File: config.mk
export PLATFORM = sky130hd
export DESIGN_NAME = data_memory_pipelined_flat
export DESIGN_NICKNAME = d
export VERILOG_FILES = /design/src/rtl/data_memory_pipelined_if.sv /design/src/rtl/data_memory_pipelined.sv /design/src/flat_wrapper.sv
export SDC_FILE = /design/constraint.sdc
export NUM_CORES = 1
export LEC_CHECK = 0
export ABC_AREA = 1
export CORE_ASPECT_RATIO = 0.5
export CORE_MARGIN = 4
export CORE_UTILIZATION = 50
export DETAILED_ROUTE_END_ITERATION = 7
export PLACE_DENSITY = 0.67
export SLEW_MARGIN = 25
export SYNTH_ARGS = -nofsm -noshare
export SYNTH_HDL_FRONTEND = slang
export SYNTH_SLANG_ARGS = --single-unit
File: constraint.sdc
create_clock -name clk -period 8.65 [get_ports clk]
set_clock_uncertainty 0.2 [all_clocks]
set_input_delay 1.73 -clock clk [delete_from_list [all_inputs] [get_ports clk]]
set_output_delay 1.73 -clock clk [all_outputs]
set_load 0.005 [all_outputs]
File: src/rtl/data_memory_pipelined_if.sv
// Request/response bundle for data_memory_pipelined: valid/ready request channel
// plus an in-order response channel that has no backpressure.
interface data_memory_pipelined_if #(
  parameter int DATA_W = 32,
  parameter int ADDR_W = 32
) ();
  logic                  req_valid;
  logic                  req_ready;
  logic                  req_we;
  logic [ADDR_W-1:0]     req_addr;
  logic [DATA_W-1:0]     req_wdata;
  logic [DATA_W/8-1:0]   req_be;
  logic                  rsp_valid;
  logic [DATA_W-1:0]     rsp_rdata;
  logic                  rsp_err;

  modport master (
    output req_valid, req_we, req_addr, req_wdata, req_be,
    input  req_ready, rsp_valid, rsp_rdata, rsp_err
  );

  modport slave (
    input  req_valid, req_we, req_addr, req_wdata, req_be,
    output req_ready, rsp_valid, rsp_rdata, rsp_err
  );
endinterface

File: src/rtl/data_memory_pipelined.sv
// Word-addressed data memory with byte-enable writes, a zeroing sweep after reset,
// out-of-range error reporting and an in-order response pipeline of RD_LAT stages.
module data_memory_pipelined #(
  parameter int DATA_W = 32,
  parameter int DEPTH  = 32,
  parameter int ADDR_W = 32,
  parameter int RD_LAT = 1
) (
  input  logic                   clk,
  input  logic                   reset,
  data_memory_pipelined_if.slave bus,
  output logic                   busy
);
  localparam int NB    = DATA_W / 8;
  localparam int IDX_W = (DEPTH > 1) ? $clog2(DEPTH) : 1;

  typedef enum logic {CLEAR, RUN} state_t;

  state_t            state_reg;
  logic [IDX_W-1:0]  ptr_reg;
  logic [DATA_W-1:0] mem [DEPTH];

  logic              accept;
  logic              in_range;
  logic              wr_en;
  logic              rd_en;
  logic              clr_en;
  logic [IDX_W-1:0]  idx;

  // Stage k holds a response k+1 edges after acceptance; h marks "carries read data".
  logic [RD_LAT-1:0] v_pipe;
  logic [RD_LAT-1:0] e_pipe;
  logic [RD_LAT-1:0] h_pipe;
  logic [DATA_W-1:0] d_pipe [RD_LAT];

  assign bus.req_ready = (state_reg == RUN) && !reset;
  assign busy          = (state_reg == CLEAR) || reset;
  assign accept        = bus.req_valid && bus.req_ready;
  assign in_range      = bus.req_addr < ADDR_W'(DEPTH);
  assign idx           = bus.req_addr[IDX_W-1:0];
  assign wr_en         = accept && bus.req_we && in_range;
  assign rd_en         = accept && !bus.req_we && in_range;
  assign clr_en        = (state_reg == CLEAR) && !reset;

  always_ff @(posedge clk) begin
    if (reset) begin
      state_reg <= CLEAR;
      ptr_reg   <= '0;
    end else if (state_reg == CLEAR) begin
      ptr_reg <= ptr_reg + 1'b1;
      if (ptr_reg == IDX_W'(DEPTH - 1)) begin
        state_reg <= RUN;
      end
    end
  end

  // Reads sample the array before this edge's write lands, which is exactly
  // "all previously accepted writes" since only one request is taken per cycle.
  always_ff @(posedge clk) begin
    if (clr_en) begin
      mem[ptr_reg] <= '0;
    end else if (wr_en) begin
      for (int b = 0; b < NB; b++) begin
        if (bus.req_be[b]) begin
          mem[idx][8*b +: 8] <= bus.req_wdata[8*b +: 8];
        end
      end
    end
    if (rd_en) begin
      d_pipe[0] <= mem[idx];
    end
  end

  generate
    for (genvar gi = 0; gi < RD_LAT; gi++) begin : g_stage
      if (gi == 0) begin : g_head
        always_ff @(posedge clk) begin
          if (reset) begin
            v_pipe[0] <= 1'b0;
            e_pipe[0] <= 1'b0;
            h_pipe[0] <= 1'b0;
          end else begin
            v_pipe[0] <= accept;
            e_pipe[0] <= accept && !in_range;
            h_pipe[0] <= rd_en;
          end
        end
      end else begin : g_tail
        always_ff @(posedge clk) begin
          d_pipe[gi] <= d_pipe[gi-1];
          if (reset) begin
            v_pipe[gi] <= 1'b0;
            e_pipe[gi] <= 1'b0;
            h_pipe[gi] <= 1'b0;
          end else begin
            v_pipe[gi] <= v_pipe[gi-1];
            e_pipe[gi] <= e_pipe[gi-1];
            h_pipe[gi] <= h_pipe[gi-1];
          end
        end
      end
    end
  endgenerate

  // Gating with reset hides any in-flight response during the reset cycle itself.
  assign bus.rsp_valid = v_pipe[RD_LAT-1] && !reset;
  assign bus.rsp_err   = e_pipe[RD_LAT-1] && !reset;
  assign bus.rsp_rdata = (h_pipe[RD_LAT-1] && !reset) ? d_pipe[RD_LAT-1] : '0;
endmodule

File: src/flat_wrapper.sv
// flat-port wrapper written by rule: the top's interface ports become plain ports
module data_memory_pipelined_flat 
#(
  parameter int DATA_W = 32,
  parameter int DEPTH  = 32,
  parameter int ADDR_W = 32,
  parameter int RD_LAT = 1
)
  (clk, reset, busy, bus_req_valid, bus_req_we, bus_req_addr, bus_req_wdata, bus_req_be, bus_req_ready, bus_rsp_valid, bus_rsp_rdata, bus_rsp_err);
  data_memory_pipelined_if #(.DATA_W(DATA_W), .ADDR_W(ADDR_W)) bus_i ();
  input  logic clk;
  input  logic reset;
  output logic busy;
  input wire logic [$bits(bus_i.req_valid)-1:0] bus_req_valid;
  input wire logic [$bits(bus_i.req_we)-1:0] bus_req_we;
  input wire logic [$bits(bus_i.req_addr)-1:0] bus_req_addr;
  input wire logic [$bits(bus_i.req_wdata)-1:0] bus_req_wdata;
  input wire logic [$bits(bus_i.req_be)-1:0] bus_req_be;
  output wire logic [$bits(bus_i.req_ready)-1:0] bus_req_ready;
  output wire logic [$bits(bus_i.rsp_valid)-1:0] bus_rsp_valid;
  output wire logic [$bits(bus_i.rsp_rdata)-1:0] bus_rsp_rdata;
  output wire logic [$bits(bus_i.rsp_err)-1:0] bus_rsp_err;
  assign bus_i.req_valid = bus_req_valid;
  assign bus_i.req_we = bus_req_we;
  assign bus_i.req_addr = bus_req_addr;
  assign bus_i.req_wdata = bus_req_wdata;
  assign bus_i.req_be = bus_req_be;
  assign bus_req_ready = bus_i.req_ready;
  assign bus_rsp_valid = bus_i.rsp_valid;
  assign bus_rsp_rdata = bus_i.rsp_rdata;
  assign bus_rsp_err = bus_i.rsp_err;
  data_memory_pipelined #(.DATA_W(DATA_W), .DEPTH(DEPTH), .ADDR_W(ADDR_W), .RD_LAT(RD_LAT)) u_core (.clk(clk), .reset(reset), .bus(bus_i), .busy(busy));
endmodule
==> metrics.cfg <==
[critical_path]
critPathRequiredTime_ns=6.72
critPathCaptureType=output port
critPathLaunchType=primary input
crit_path_cell_trace=clkdlybuf4s50_1, inv_1, nand2_2, nor2_1, clkdlybuf4s50_1
cp_slowest_stage_delay_ns=0.58
ff2ff_path_depth=10
path_buf_inv=3
path_common_cell=clkdlybuf4s50_1
worst-setup-path-type=primary input to output port
crit_path_max_fanout=32
worstReg2RegEnd=u_core.mem[24][26]
setup.reg_to_reg.worst_slack_ns=4.75
crit_arrival_ns=3.95
r2r-start=u_core.state_reg
critical_path.top_delay_family=buffers and inverters
crit_slowest_cell=clkdlybuf4s50_1

[drt]
avgViaCountPerCell=6.14
via_count=27400
detail-route-antenna-nets=0
drtIter0Drc=3754
route.final.wire_length_mm=111
routed_length_per_instance_um=24.8
drtPass1Iterations=5
post-route-drc-count=0

[logic_synthesis]
syn-num-nets=3315
synth.top_cell.area_share_pct=73.4
cell_type_contributing_the_most_total_cell_area_after_synthesis=edfxtp_1
syn-instance-count=3241
synth_cell_types=27
yosys_register_bits=1065
synth.area.top_cells=edfxtp_1, o21ai_0, nor2_1
yosysWarnings=0
synth.avg_cell_area_sq_um=13.3
netlist_area_sq_mm=0.0432
seq_area_frac_synth_pct=73.8

[power_and_ir_drop]
p_int_mw=8.02
total_power_mw=10.3
leakage_nw=13.1
seq_pwr_share_pct=54.9
pwr-share-clk_pct=40.1
power_per_cell_area_mw_per_mm2=213
total_switching_power_mw=2.26
ir_worst_vdd_mv=0.170
switching_share_pct=22.0
combinationalPowerShare_pct=5.0

[flow_run]
max_cap_viol_count=0

[finish]
instances_no_fill=4468
largest_reg_flops=1024
most-common-layout-cells=edfxtp_1, nor2_1, o21ai_0
final_layout_size_suffix_gt1_share_pct=11.4
layout_commonest_cell=edfxtp_1
n_antenna_cell=0
finalInstanceArea_sq_mm=0.0483
fillCellCount=6609
fin_nets=3317
area.growth.synth_to_final_pct=11.6

[timing]
timing.final.setup_violations=0
slew_limit_headroom_pct=27.8
fmax_mhz=170
drv_slew=0
totalNegativeSetupSlack_ns=0
max_slew.worst_pin.slew_ns=1.07
worst_hold_slack_ns=0.344
period_needed_ns=5.88
rsz0062_at_grt=no
min_period_over_period_pct=68.0
hold_viol=0

[die]
fp.coreArea_sq_mm=0.0847
floorplan.rows=75
height_of_the_die_um=216
effective_utilization_at_floorplan_pct=51.0
dieWidth_um=424
i_o_pins=108
die_area_sq_mm=0.0915

[clocking]
cts_htree_levels=3
clk-insertion-delay-late_ns=0.67
cts.clk_slew.worst_paths_ns=0.06
cts-hold-fix-buffers=0
total_cts_buffers=93
bufs_on_longest_clock_path=3
sink_count_of_the_clock_tree=1065
tritoncts=built
postCtsSetupBuffers=0
cts_resized=0
ctsRootBufferMaster=clkbuf_16

[global_routing]
grt_antenna_before_repair=1
gr-total-overflow=0
global_route_wire_length_before_repair_mm=165
grt_pass1_vias=26000
grtUsageTotal_pct=23.7
grt_start_max_net_pins=205

[placement]
dp_cells=4303
gp_congestion=0.844
dp.final_hpwl_mm=60.9
io_buffers=107
dpl_cell_area_sq_mm=0.0452

[worst_hold_path]
hold_path_end=u_core.ptr_reg[4]
hold_path_class=flip-flop to flip-flop
worstHoldStart=u_core.ptr_reg[4]
worst_hold_path.num_cells=2

[outcome]
outcome=finished clean

==> cell type report <==
type,count,area (sq um),area share [%]
timing repair buffer,166,1570,3.25
multi-input combinational,1829,10100,20.8
sequential,1065,31900,66.1
clock inverter,53,546,1.13
clock buffer,112,2400,4.97
tap,1155,1450,2.99
inverter,88,347,0.718
==> logic make-up (layout without fill, tap and decap cells) <==
| family | count (synthesis) | after routing | synth area share [%] |
|---|---|---|---|
| AOI/OAI and AO/OA | 904 | 904 | 12.5 |
| adders and majority gates | 2 | 2 | 0.0579 |
| DFF | 1065 | 1065 | 73.8 |
| buffers and inverters | 347 | 419 | 3.48 |
| and+or+nand+nor | 923 | 923 | 10.2 |
==> layer usage <==
metal | wire [um] | share of wire [%] | vias up | GRT usage (%)
met5 | 0 | 0 | - | 0
met4 | 2270 | 2.0 | 0 | 5.81
met3 | 9100 | 8.2 | 143 | 3.67
met2 | 50900 | 46 | 1273 | 36.4
met1 | 48600 | 44 | 13800 | 35.7
li1 | - | - | 12200 | -
==> how the worst max path moves through the flow <==
stage	startpoint	to	slack, ns	cells past startpoint
global placement	reset	bus_rsp_rdata[21]	2.84	5
CTS	reset	bus_rsp_rdata[23]	2.71	5
global route	reset	bus_rsp_rdata[13]	2.58	5
floorplan	bus_req_addr[13]	u_core.d_pipe[0][0]	2.75	5
detailed placement	reset	bus_rsp_rdata[23]	2.72	5
finish	reset	bus_rsp_rdata[23]	2.77	5
==> through the flow <==
stage	util, %	worst slack, ns
2_1_floorplan	-	2.75
3_3_place_gp	53.3	2.84
3_5_place_dp	53.3	2.72
4_1_cts	56.8	2.71
5_1_grt	56.9	2.58
6_report	56.9	2.77
==> power groups by stage <==
stage	sequential [mW]	combinational, mW	clock [mW]
after floorplan	5.75	0.316	0
after global placement	5.75	0.498	0
after detailed placement	5.75	0.505	0
after CTS	5.64	0.507	4.14
after global routing	5.64	0.551	4.38
final	5.64	0.518	4.12
==> worst register-to-register path: stages (launching register included) <==
cell      delay [ns]
dfxtp_1         0.39
inv_2           0.10
nor2_4          0.13
nand2_4         0.09
nor2_4          0.10
o211ai_1        0.31
nand2_1         0.42
nand2_1         0.12
nand2_2         0.14
nand2_4         0.47
nor3_1          1.06
==> Yosys cell counts (all sizes together) <==
master	number
a31oi	44
nor2	671
nand2	45
buf	74
o211ai	2
inv	88
o21ai	570
a21oi	20
edfxtp	1056
nor3	133
nand3	72
dfxtp	9
ha	2
a22oi	12
clkbuf	185
nor4	2
o221ai	186
o22ai	70
Power figures use the tool's default switching activity.
